--- src/rtl/seq_gen.sv ---
// seq_gen: serial pattern transmitter, MSB-first, repeated reps times.
// Ports: clk, reset (async active-low), start, abort, pattern, len, reps
//        in; x, x_valid, busy, done out (all registered).
module seq_gen #(
    parameter int WIDTH = 8,
    parameter int LEN_W = 4,
    parameter int REP_W = 4
) (
    input  logic             clk,
    input  logic             reset,
    input  logic             start,
    input  logic             abort,
    input  logic [WIDTH-1:0] pattern,
    input  logic [LEN_W-1:0] len,
    input  logic [REP_W-1:0] reps,
    output logic             x,
    output logic             x_valid,
    output logic             busy,
    output logic             done
);

    typedef enum logic {IDLE, SEND} state_t;

    state_t           state_q, state_d;
    logic [WIDTH-1:0] shadow_q, shadow_d;
    logic [LEN_W-1:0] len_q, len_d;
    logic [LEN_W-1:0] idx_q, idx_d;
    logic [REP_W-1:0] rep_q, rep_d;
    logic             x_q, x_d;
    logic             xv_q, xv_d;
    logic             busy_q, busy_d;
    logic             done_q, done_d;

    logic [LEN_W-1:0] len_eff;
    logic [WIDTH-1:0] sh;

    assign len_eff = (len > LEN_W'(WIDTH)) ? LEN_W'(WIDTH) : len;

    always_comb begin
        state_d  = state_q;
        shadow_d = shadow_q;
        len_d    = len_q;
        idx_d    = idx_q;
        rep_d    = rep_q;
        x_d      = 1'b0;
        xv_d     = 1'b0;
        busy_d   = 1'b0;
        done_d   = 1'b0;
        sh       = '0;
        case (state_q)
            IDLE: begin
                if (start && !abort) begin
                    shadow_d = pattern;
                    len_d    = len_eff;
                    rep_d    = reps;
                    if (len_eff == '0 || reps == '0) begin
                        done_d = 1'b1;
                    end else begin
                        // First bit goes out straight from the input so
                        // bit 0 appears in the cycle after start.
                        state_d = SEND;
                        idx_d   = len_eff - LEN_W'(1);
                        sh      = pattern >> idx_d;
                        x_d     = sh[0];
                        xv_d    = 1'b1;
                        busy_d  = 1'b1;
                    end
                end
            end
            SEND: begin
                if (abort) begin
                    state_d = IDLE;
                end else if (idx_q == '0 && rep_q == REP_W'(1)) begin
                    state_d = IDLE;
                    done_d  = 1'b1;
                end else begin
                    // idx_q tracks the bit currently on x.
                    if (idx_q == '0) begin
                        idx_d = len_q - LEN_W'(1);
                        rep_d = rep_q - REP_W'(1);
                    end else begin
                        idx_d = idx_q - LEN_W'(1);
                    end
                    sh     = shadow_q >> idx_d;
                    x_d    = sh[0];
                    xv_d   = 1'b1;
                    busy_d = 1'b1;
                end
            end
            default: state_d = IDLE;
        endcase
    end

    always_ff @(posedge clk or negedge reset) begin
        if (!reset) begin
            state_q  <= IDLE;
            shadow_q <= '0;
            len_q    <= '0;
            idx_q    <= '0;
            rep_q    <= '0;
            x_q      <= 1'b0;
            xv_q     <= 1'b0;
            busy_q   <= 1'b0;
            done_q   <= 1'b0;
        end else begin
            state_q  <= state_d;
            shadow_q <= shadow_d;
            len_q    <= len_d;
            idx_q    <= idx_d;
            rep_q    <= rep_d;
            x_q      <= x_d;
            xv_q     <= xv_d;
            busy_q   <= busy_d;
            done_q   <= done_d;
        end
    end

    assign x       = x_q;
    assign x_valid = xv_q;
    assign busy    = busy_q;
    assign done    = done_q;

endmodule

--- config.mk ---
export PLATFORM = sky130hd
export DESIGN_NAME = seq_gen
export DESIGN_NICKNAME = d
export VERILOG_FILES = /design/src/rtl/seq_gen.sv
export SDC_FILE = /design/constraint.sdc
export NUM_CORES = 1
export LEC_CHECK = 0
export CORE_UTILIZATION = 56
export DETAILED_ROUTE_END_ITERATION = 10
export PLACE_DENSITY = 0.84
export SLEW_MARGIN = 10
export SYNTH_ARGS = -nofsm -noshare
export SYNTH_HDL_FRONTEND = slang
export SYNTH_SLANG_ARGS = --single-unit
--- constraint.sdc ---
create_clock -name clk -period 5.3 [get_ports clk]
set_input_delay 1.06 -clock clk [delete_from_list [all_inputs] [get_ports clk]]
set_output_delay 1.06 -clock clk [all_outputs]
set_load 0.02 [all_outputs]
Word level (Yosys, flattened, before mapping)
Index checks and enable logic that the tools add are counted.
{ "classes": {"n_addsub": 4, "n_lt_le_gt_ge": 1, "n_eq_ne": 6, "shift": 2, "n_mux": 30, "n_bitwise": 1, "n_reduce_logical": 10} }
{ "ops": {"columns": ["cell", "count"], "rows": [
  ["two-way mux 4 bit", 13],
  ["case mux 4 bit (2 select lines)", 2],
  ["right shift 8 x 4 -> 1 bit", 2],
  ["subtractor 4 x 1 -> 4 bit, second input constant", 4],
  ["zero test 4 bit", 3],
  ["two-way mux 1 bit", 12],
  ["!= test 2 bit, second input constant", 4],
  ["AND reduction 4 bit", 2],
  ["case mux 1 bit (2 select lines)", 3],
  ["== test 4 x 1 -> 1 bit, second input constant", 1],
  ["greater-than comparator 4 bit, second input constant", 1],
  ["logical AND 1 bit", 2],
  ["!= test 2 x 1 -> 1 bit, second input constant", 1],
  ["AND reduction 2 bit", 1],
  ["zero test 1 bit", 1],
  ["logical OR 1 bit", 1],
  ["NOT 1 bit", 1]
]} }
{ "totals": {"ff_bits": 23} }

Logic depth before layout (Yosys ltp)
Gate-level depths: netlist of the first run.
{ "logic_depth": {"word_depth": 9, "depth_mapped": 8, "mapped_depth_nobuf": 7} }

Worst setup path after synthesis of the first run
Ideal clock, no wire load.
{ "synth_timing": {"path_kind": "input-to-reg", "start": "in len[0]", "end": "reg x_q (netlist: x)", "setup_ns": 0.101, "arrival_time_ns": 2.513, "slack_ns": 2.686, "stages": 7, "n_path_buf": 1, "cell_sequence": "nor2b_1 > buf_2 > inv_1 > ha_1 > xor2_1 > mux4_2 > o32ai_1"} }
{ "synth_via": {"elab_chain_len": 7} }
{ "synth_rtl": {"columns": ["item", "line_no", "source"], "rows": [
  ["start, declared", "14", "input logic [LEN_W-1:0] len,"],
  ["greater-than comparator 4 bit", "37", "assign len_eff = (len > LEN_W'(WIDTH)) ? LEN_W'(WIDTH) : len;"],
  ["two-way mux 4 bit (*)", "37", null],
  ["subtractor 4 x 1 -> 4 bit or zero test 4 bit (tied branches)", "62, 56", null],
  ["right shift 8 x 4 -> 1 bit or logical OR 1 bit (tied branches)", "63, 56", null],
  ["two-way mux 1 bit (*)", "56", "if (len_eff == '0 || reps == '0) begin"],
  ["two-way mux 1 bit (*)", "52", "if (start && !abort) begin"],
  ["case mux 1 bit (2 select lines) (*)", "50", "case (state_q)"],
  ["named net x_d", "29", "logic x_q, x_d;"],
  ["end signal, assigned", "101", "x_q <= 1'b0;"],
  ["end signal, assigned", "111", "x_q <= x_d;"],
  ["end, declared", "29", null]
]} }
The timed path passes the listed nets; every way through them passes the cells marked *.
A chain may end at the register's enable or synchronous reset.

Worst setup path in the final report of the first run
{ "layout_timing": {"start": "in len[3]", "end": "reg x_q (netlist: x)"} }
The elaborated chain is that of the path after synthesis.

==> results.py, run 1 <==
metrics = {
    "critical_path": {
        "end_kind": "flip-flop",
        "start_kind": "primary input",
        "worstPathMaxFanout": 6,
        "path_class": "primary input to flip-flop",
        "crit_arrival_ps": 3440,
        "worstPathRequired_ps": 5520,
    },
    "detailed_routing": {
        "postRouteAntennaNets": 0,
        "drc": 0,
        "dr.pass1.iters": 4,
        "drt-initial-drc-count": 21,
        "viasPerCell": 5.69,
        "wl_per_cell_um": 15.1,
        "drt-total-wl_mm": 2.88,
        "num_vias": 1086,
    },
    "cts": {
        "cts_sinks": 23,
        "root_buffer": "clkbuf_4",
        "cts_hold_buf": 0,
        "htree_levels": 1,
        "cts_tree": "built",
        "clk_path_buf_depth": 2,
        "cts_buffers": 3,
        "clk_latency_ps": 310,
        "cts_resized": 0,
        "post_cts_buffers": 0,
        "path_clk_slew_ps": 130,
    },
    "global_routing": {
        "grtUsageMet3": 0.0357,
        "use_met2": 0.441,
        "grt.busiest_layer": "met2",
        "grt_pass1_vias": 1094,
        "antenna_found_initial": 0,
        "grt_pass1_wl_mm": 5.13,
        "met1_usage": 0.377,
        "grt_remaining_overflow": 0,
        "grt_max_degree": 24,
        "track_usage": 0.268,
    },
    "die": {
        "die_x_um": 51.2,
        "core-area_mm2": 0.00225,
        "dieArea_mm2": 0.00262,
        "initial_core_util": 0.600,
        "dieHeight_um": 51.2,
        "std_cell_rows": 17,
        "ioPinCount": 24,
    },
    "finish": {
        "seq_area_um2": 576,
        "syn2layout_area_growth_pct": 20.3,
        "multi_input_area_um2": 727,
        "antenna_cells": 0,
        "nNetsFinal": 188,
        "nFillCells": 180,
        "instances_no_fill": 191,
        "layout-drive-gt1-share": 0.0920,
    },
    "hold_path": {
        "hp-class": "flip-flop to flip-flop",
    },
    "sta": {
        "slew_headroom": 0.308,
        "clock_skew_ps": 10.2,
        "hold-worst-slack_ps": 490,
        "final-setup-viol-count": 0,
        "rsz0062_at_grt": "false",
        "worst_slack_ps": 2080,
        "worstMarginPinSlew_ps": 1040,
        "fin_crit_sh": 0.608,
        "tns_ps": 0,
        "max_freq_mhz": 311,
        "finalMaxSlewViolations": 0,
        "hold_viol": 0,
        "period_minus_slack_ps": 3220,
    },
    "synthesis": {
        "synth_nets": 164,
        "synth_cell_type_count": 36,
        "yosysSeqAreaShare": 0.425,
        "synth.largest_area_cell": "dfrtp_1",
        "avgSynthCellArea_um2": 9.67,
        "syn-instance-count": 140,
        "ys_warn_count": 0,
        "yosysTopAreaCellShare": 0.425,
        "synth.area.top_cells": "dfrtp_1 43%, nand2_1 10%, mux2i_1 6.7%, mux4_2 5.0%, ha_1 3.7%",
        "ys_ff_latch": 23,
        "synth_area_mm2": 0.00135,
    },
    "power": {
        "leakagePower_nw": 0.726,
        "ir_drop_uv": 235,
        "power_switching_share": 0.380,
        "clkPwrFrac": 0.138,
        "internal_power_w": 0.000367,
        "seqPwrFrac": 0.472,
        "power_density_mw_per_mm2": 363,
        "power_w": 0.000591,
        "p_sw_w": 0.000225,
        "pwr-share-comb": 0.391,
    },
    "status": {
        "status": "complete, no violations",
    },
    "run": {
        "cap_viol_max_count": 0,
    },
    "placement": {
        "pre_cts_slack_ps": 1770,
        "port_buffers": 23,
        "placed_cells": 187,
        "place_hpwl_mm": 2.25,
        "gp_congestion": 0.852,
    },
}
## final timing paths
path / from / to / slack (ps) / cells after the start
min in group asynchronous: reset / idx_q[1] / 1300 / 1
setup / recovery: len[3] / x / 2080 / 7
setup reg to reg: idx_q[2] / x / 3280 / 6
max in group asynchronous: reset / len_q[3] / 3380 / 1
hold reg to reg: shadow_q[1] / shadow_q[1] / 490 / 2
hold / removal: shadow_q[1] / shadow_q[1] / 490 / 2
## through the flow
stage           util  instance area, um2
2_1_floorplan      -                1350
3_3_place_gp   0.710                1600
4_1_cts        0.723                1630
6_report       0.723                1630
5_1_grt        0.723                1630
3_5_place_dp   0.710                1600
## layout by cell type, fill, tap and decap left out, drive strengths merged, types with 2 or more instances in the layout
master         count
a22oi              2
nand2b             2
nor3               2
clkdlybuf4s50     23
nor4               3
a211oi             2
inv                7
mux2               3
nor4b              3
ha                 4
clkbuf             3
dfrtp             23
nor3b              2
mux2i              9
a21oi              4
nand2             36
o22ai              2
nor2               8
xor2               3
nor2b              2
o21ai              8
mux4               3
## worst max-delay path, stage by stage
cell	delay (ps)
clkdlybuf4s50_1	490
nor2b_1	500
inv_1	120
ha_1	230
xor2_1	260
mux4_2	540
o32ai_1	240
## synth_stat cells
cell,instances
a211oi_1,2
a21o_1,1
a21oi_1,4
a22oi_1,1
a22oi_4,1
a31oi_2,1
buf_2,2
buf_4,1
clkbuf_1,2
dfrtp_1,23
ha_1,4
inv_1,6
inv_2,1
mux2_1,2
mux2_2,1
mux2i_1,9
mux4_2,3
nand2_1,36
nand2b_1,2
nand3_1,1
nand3b_1,1
nor2_1,7
nor2_2,1
nor2b_1,2
nor3_1,2
nor3b_1,2
nor4_1,2
nor4_4,1
nor4b_1,2
nor4b_2,1
o21ai_0,8
o22ai_1,2
o31a_1,1
o32ai_1,1
or3b_1,1
xor2_1,3
## power groups by stage
stage	registers (W)	logic [W]	clock network, W
floorplan	0.000270	0.000168	0
global placement	0.000278	0.000220	0
detailed placement	0.000283	0.000229	0
CTS	0.000278	0.000230	0.0000843
global route	0.000287	0.000254	0.0000924
finish	0.000279	0.000231	0.0000815
## cell families (layout without fill, tap and decap cells)
| group | Yosys count | count (layout) | synth area share |
|---|---|---|---|
| simple gates | 61 | 61 | 0.226 |
| flops | 23 | 23 | 0.425 |
| compound gates | 22 | 22 | 0.114 |
| mux | 15 | 15 | 0.141 |
| buf+inv | 12 | 35 | 0.0379 |
| fa+ha+maj | 4 | 4 | 0.0370 |
| xor+xnor | 3 | 3 | 0.0194 |
## state kept, by name, indices dropped and copies added, names as in the netlist
register,count
shadow_q,8
idx_q,4
x,1
rep_q,4
done,1
busy,1
len_q,4
## final cells by class
cell class              instances  share of cell area
clock buffers                   3              0.0138
flip-flops and latches         23               0.353
repair buffers                 24               0.146
inverters                       7              0.0161
clock inverters                 1             0.00307
well taps                      28              0.0215
multi-input cells             105               0.446
## routing by layer
metal | part of all wire | wire length (um)
met5 | 0 | 0
met1 | 0.47 | 1360
met2 | 0.49 | 1420
met4 | 0.0042 | 12
met3 | 0.031 | 88
(Power assumes the default switching activity.)
==> run 2, diff against run 1 <==
Settings changed: CORE_UTILIZATION 56 to 52, PLACE_DENSITY 0.84 to 0.79.
Clock period 5.3 ns to 3.4 ns, I/O delays scaled along.
==> run 2 against run 1 <==
Core utilization down 6.1 points. Register-to-register slack worse by 2100 ps. Hold slack worse by 3.0 ps. Clock power up 63%. Total power up 57%. Design area up 0.54%. Setup slack worse by 1400 ps. Via count up 0.46%. Critical path depth up 1. Sequential share of layout area down 0.19 points. Clock skew down 7.1 ps. Cell count up 1.6%. Largest power group unchanged. Highest routed layer unchanged.
==> results.py, run 2 (synthesized netlist as in run 1, its figures left out) <==
metrics = {
    "die": {
        "std_cell_rows": 18,
        "ioPinCount": 24,
        "die_x_um": 53.0,
        "core-area_mm2": 0.00248,
        "dieArea_mm2": 0.00281,
        "dieHeight_um": 53.0,
        "initial_core_util": 0.546,
    },
    "global_routing": {
        "track_usage": 0.246,
        "grt.busiest_layer": "met2",
        "grtUsageMet3": 0.0345,
        "grt_max_degree": 24,
        "antenna_found_initial": 0,
        "grt_pass1_vias": 1113,
        "met1_usage": 0.283,
        "grt_pass1_wl_mm": 4.85,
        "use_met2": 0.462,
        "grt_remaining_overflow": 0,
    },
    "detailed_routing": {
        "postRouteAntennaNets": 0,
        "num_vias": 1091,
        "drc": 0,
        "drt-total-wl_mm": 2.95,
        "wl_per_cell_um": 15.2,
        "drt-initial-drc-count": 13,
        "dr.pass1.iters": 4,
        "viasPerCell": 5.62,
    },
    "cts": {
        "cts_hold_buf": 0,
        "cts_tree": "built",
        "cts_resized": 0,
        "post_cts_buffers": 0,
        "clk_path_buf_depth": 2,
        "htree_levels": 1,
        "cts_sinks": 23,
        "cts_buffers": 3,
        "clk_latency_ps": 320,
        "path_clk_slew_ps": 130,
        "root_buffer": "clkbuf_4",
    },
    "sta": {
        "tns_ps": 0,
        "period_minus_slack_ps": 2690,
        "finalMaxSlewViolations": 0,
        "hold-worst-slack_ps": 487,
        "rsz0062_at_grt": "false",
        "hold_viol": 0,
        "final-setup-viol-count": 0,
        "fin_crit_sh": 0.791,
        "worstMarginPinSlew_ps": 1010,
        "slew_headroom": 0.326,
        "clock_skew_ps": 3.09,
        "max_freq_mhz": 372,
    },
    "finish": {
        "nNetsFinal": 189,
        "antenna_cells": 0,
        "mostFrequentLayoutCell": "nand2_1",
        "layout-drive-gt1-share": 0.0915,
        "nFillCells": 213,
        "largest_register": "shadow_q",
        "largest_register_ffs": 8,
        "final_cell_mix": "36 x nand2_1, 23 x dfrtp_1, 23 x clkdlybuf4s50_1, 9 x mux2i_1, 8 x o21ai_0",
        "syn2layout_area_growth_pct": 21.0,
        "final_util": 0.661,
    },
    "power": {
        "ir_drop_uv": 385,
        "leakagePower_nw": 0.728,
        "power_density_mw_per_mm2": 567,
    },
    "run": {
        "cap_viol_max_count": 0,
    },
    "critical_path": {
        "worstPathRequired_ps": 3610,
        "critPathBufInv": 3,
        "start_kind": "primary input",
        "path_cells": "clkdlybuf4s50_1 > nor2b_1 > buf_4 > inv_1 > ha_1 > xor2_1 > mux4_2 > o32ai_1",
        "path_class": "primary input to flip-flop",
        "crit_arrival_ps": 2900,
        "max_stage_delay_ps": 550,
        "cpLargestDelayFamily": "buffers and inverters",
        "worstPathMaxFanout": 6,
        "critPathSlowestCell": "mux4_2",
        "end_kind": "flip-flop",
    },
    "placement": {
        "port_buffers": 23,
        "gp_congestion": 0.852,
        "place_hpwl_mm": 2.24,
    },
    "hold_path": {
        "hp-class": "flip-flop to flip-flop",
    },
    "status": {
        "status": "complete, no violations",
    },
}
## run 2: changes by cell type in the layout (fill, tap and decap cells not counted), sizes merged
cell | before | now
clkinv | 1 | 0
clkbuf | 3 | 4
buf | 1 | 2
## run 2: where the power goes
part | internal, W | switching (W)
combinational | 0.000184 | 0.000175
sequential | 0.000344 | 0.0000932
clock | 0.0000460 | 0.0000875
total | 0.000574 | 0.000355
## run 2: final timing paths
kind | from | to | slack [ps] | depth (start not counted)
max reg2reg | busy | x | 1230 | 4
min in group asynchronous | reset | len_q[2] | 900 | 1
max in group asynchronous | reset | len_q[1] | 1900 | 1
min reg2reg | shadow_q[5] | shadow_q[5] | 490 | 2
max | len[3] | x | 710 | 8
min | shadow_q[5] | shadow_q[5] | 490 | 2
## run 2: cell type report
type                    instances  area, um2  area share
clock buffers                   4       26.3      0.0160
inverters                       7       26.3      0.0160
multi-input cells             105        727       0.444
flip-flops and latches         23        576       0.351
well taps                      30       37.5      0.0229
repair buffers                 25        245       0.150
## run 2: per-stage QoR
stage	instance area [um2]	setup slack, ps	cells	total power, W
6_report	1640	711	194	0.000929
5_1_grt	1640	667	194	0.000993
4_1_cts	1640	734	194	0.000925
3_5_place_dp	1610	418	190	0.000798
3_3_place_gp	1610	630	190	0.000781
2_1_floorplan	1350	1170	140	0.000683
## run 2: worst register-to-register path: stages, from the launching register on
cell	delay, ps
dfrtp_1	560
nor3b_1	800
buf_4	310
nand2_1	70
o32ai_1	340
## run 2: routing by layer
metal  share of wire  vias up  routed length [um]
li1                -      535                   -
met3           0.024        5                  71
met1            0.43      524                1280
met5               0        -                   0
met2            0.53       27                1560
met4           0.013        0                  38
==> run 3, diff against run 2 <==
Clock period 3.4 ns to 2.7 ns, I/O delays scaled along.
==> run 3 against run 2 <==
Clock skew barely moved. Clock power rose by 21%. First-iteration DRC count rose by 62%. Non-clock buffer count rose by 4. Clock-buffer cell count did not move. Flip-flop and latch count did not move. Core utilization rose by 1.2 points. Sequential share of layout area fell by 0.63 points. Total power rose by 25%.
==> results.py, run 3 (synthesized netlist as in run 1, its figures left out) <==
metrics = {
    "status": {
        "status": "complete, no violations",
    },
    "sta": {
        "worstMarginPinSlew_ps": 621,
        "final-setup-viol-count": 0,
        "max_freq_mhz": 433,
        "fin_crit_sh": 0.854,
        "period_minus_slack_ps": 2310,
        "rsz0062_at_grt": "false",
        "worst_slack_ps": 393,
        "clock_skew_ps": 3.14,
        "hold_viol": 0,
        "tns_ps": 0,
        "finalMaxSlewViolations": 0,
        "slew_headroom": 0.582,
    },
    "power": {
        "seqPwrFrac": 0.472,
        "pwr-share-comb": 0.390,
        "power_w": 0.00116,
        "power_switching_share": 0.373,
        "ir_drop_uv": 498,
        "internal_power_w": 0.000728,
        "clkPwrFrac": 0.139,
        "p_sw_w": 0.000433,
        "power_density_mw_per_mm2": 696,
        "leakagePower_nw": 0.747,
    },
    "critical_path": {
        "setup.worst_path.start": "len[3]",
        "r2r_start": "idx_q[2]",
        "end_kind": "flip-flop",
        "max_stage_delay_ps": 530,
        "path_class": "primary input to flip-flop",
        "worstPathMaxFanout": 6,
        "critPathSlowestCell": "mux4_2",
        "reg2reg_to": "x",
        "worstPathRequired_ps": 2920,
        "cpLargestDelayFamily": "buffers and inverters",
        "crit_arrival_ps": 2530,
        "critPathBufInv": 2,
        "start_kind": "primary input",
        "path_cells": "clkdlybuf4s50_1 > nor2b_1 > inv_1 > ha_1 > xor2_1 > mux4_2 > o32ai_1",
        "r2r_setup_slack_ps": 730,
        "rr_worst_depth": 6,
    },
    "detailed_routing": {
        "postRouteAntennaNets": 0,
        "wl_per_cell_um": 14.7,
        "num_vias": 1131,
        "drc": 0,
        "drt-total-wl_mm": 2.92,
        "viasPerCell": 5.71,
        "drt-initial-drc-count": 21,
        "dr.pass1.iters": 4,
    },
    "run": {
        "cap_viol_max_count": 0,
    },
    "cts": {
        "clk_latency_ps": 310,
        "post_cts_buffers": 0,
        "cts_resized": 0,
        "clk_path_buf_depth": 2,
        "cts_hold_buf": 0,
        "cts_tree": "built",
        "path_clk_slew_ps": 120,
        "root_buffer": "clkbuf_4",
        "cts_buffers": 3,
        "cts_sinks": 23,
        "htree_levels": 1,
    },
    "finish": {
        "fin_area_mm2": 0.00167,
        "layout-drive-gt1-share": 0.113,
        "largest_register": "shadow_q",
        "mostFrequentLayoutCell": "nand2_1",
        "antenna_cells": 0,
        "nNetsFinal": 193,
        "final_cell_mix": "36 x nand2_1, 23 x dfrtp_1, 23 x clkdlybuf4s50_1, 9 x mux2i_1, 8 x o21ai_0",
        "final_util": 0.673,
        "largest_register_ffs": 8,
        "syn2layout_area_growth_pct": 23.2,
    },
    "die": {
        "initial_core_util": 0.546,
        "dieHeight_um": 53.0,
        "core-area_mm2": 0.00248,
        "dieArea_mm2": 0.00281,
        "std_cell_rows": 18,
        "ioPinCount": 24,
        "die_x_um": 53.0,
    },
    "placement": {
        "pre_cts_slack_ps": 93.7,
        "place_hpwl_mm": 2.29,
        "placed_area_mm2": 0.00164,
        "gp_congestion": 0.791,
        "port_buffers": 23,
    },
    "global_routing": {
        "track_usage": 0.253,
        "grt_pass1_wl_mm": 4.94,
        "antenna_found_initial": 0,
        "grt_pass1_vias": 1125,
        "grt_remaining_overflow": 0,
        "grt_max_degree": 24,
    },
    "hold_path": {
        "hold_depth": 2,
        "whs_endpoint": "shadow_q[4]",
        "hp-class": "flip-flop to flip-flop",
        "min_from": "shadow_q[4]",
    },
}
run 3: metrics by stage:
stage / hold slack (ps) / instances
final: 487 / 198
after global routing: 519 / 198
after CTS: 490 / 198
after detailed placement: 462 / 194
after global placement: 452 / 194
after floorplan: 244 / 140
run 3: worst max path at each step:
stage | to | cells after the start
global placement | x | 7
floorplan | x | 7
detailed placement | x | 7
finish | x | 7
global route | x | 7
CTS | x | 7
run 3: area by class of cell:
cell class | count | area, um2
Fill cell | 205 | 810
Multi-Input combinational cell | 105 | 727
Sequential cell | 23 | 576
Timing Repair Buffer | 29 | 275
Tap cell | 30 | 37.5
Clock buffer | 4 | 26.3
Inverter | 7 | 26.3
run 3: power groups by stage:
stage               clock network, W  registers (W)  logic [W]
global placement                   0       0.000549   0.000436
floorplan                          0       0.000530   0.000330
detailed placement                 0       0.000554   0.000455
finish                      0.000161       0.000548   0.000452
CTS                         0.000162       0.000546   0.000458
global route                0.000177       0.000565   0.000505
run 3: worst reg2reg max path: cells and delay by family, from the launching register on:
kind                     cells  cell delay (ps)
flip-flops                   1              480
multiplexers                 2              470
AND/OR/NAND/NOR              2              450
adder cells (fa/ha/maj)      1              360
AO/OA/AOI/OAI                1               90
run 3: metal layers:
metal	wire length, um	global-route usage	vias to the layer above
li1	-	-	550
met1	1240	0.286	546
met2	1510	0.466	27
met3	74	0.0201	8
met4	89	0.132	0
met5	0	0	-
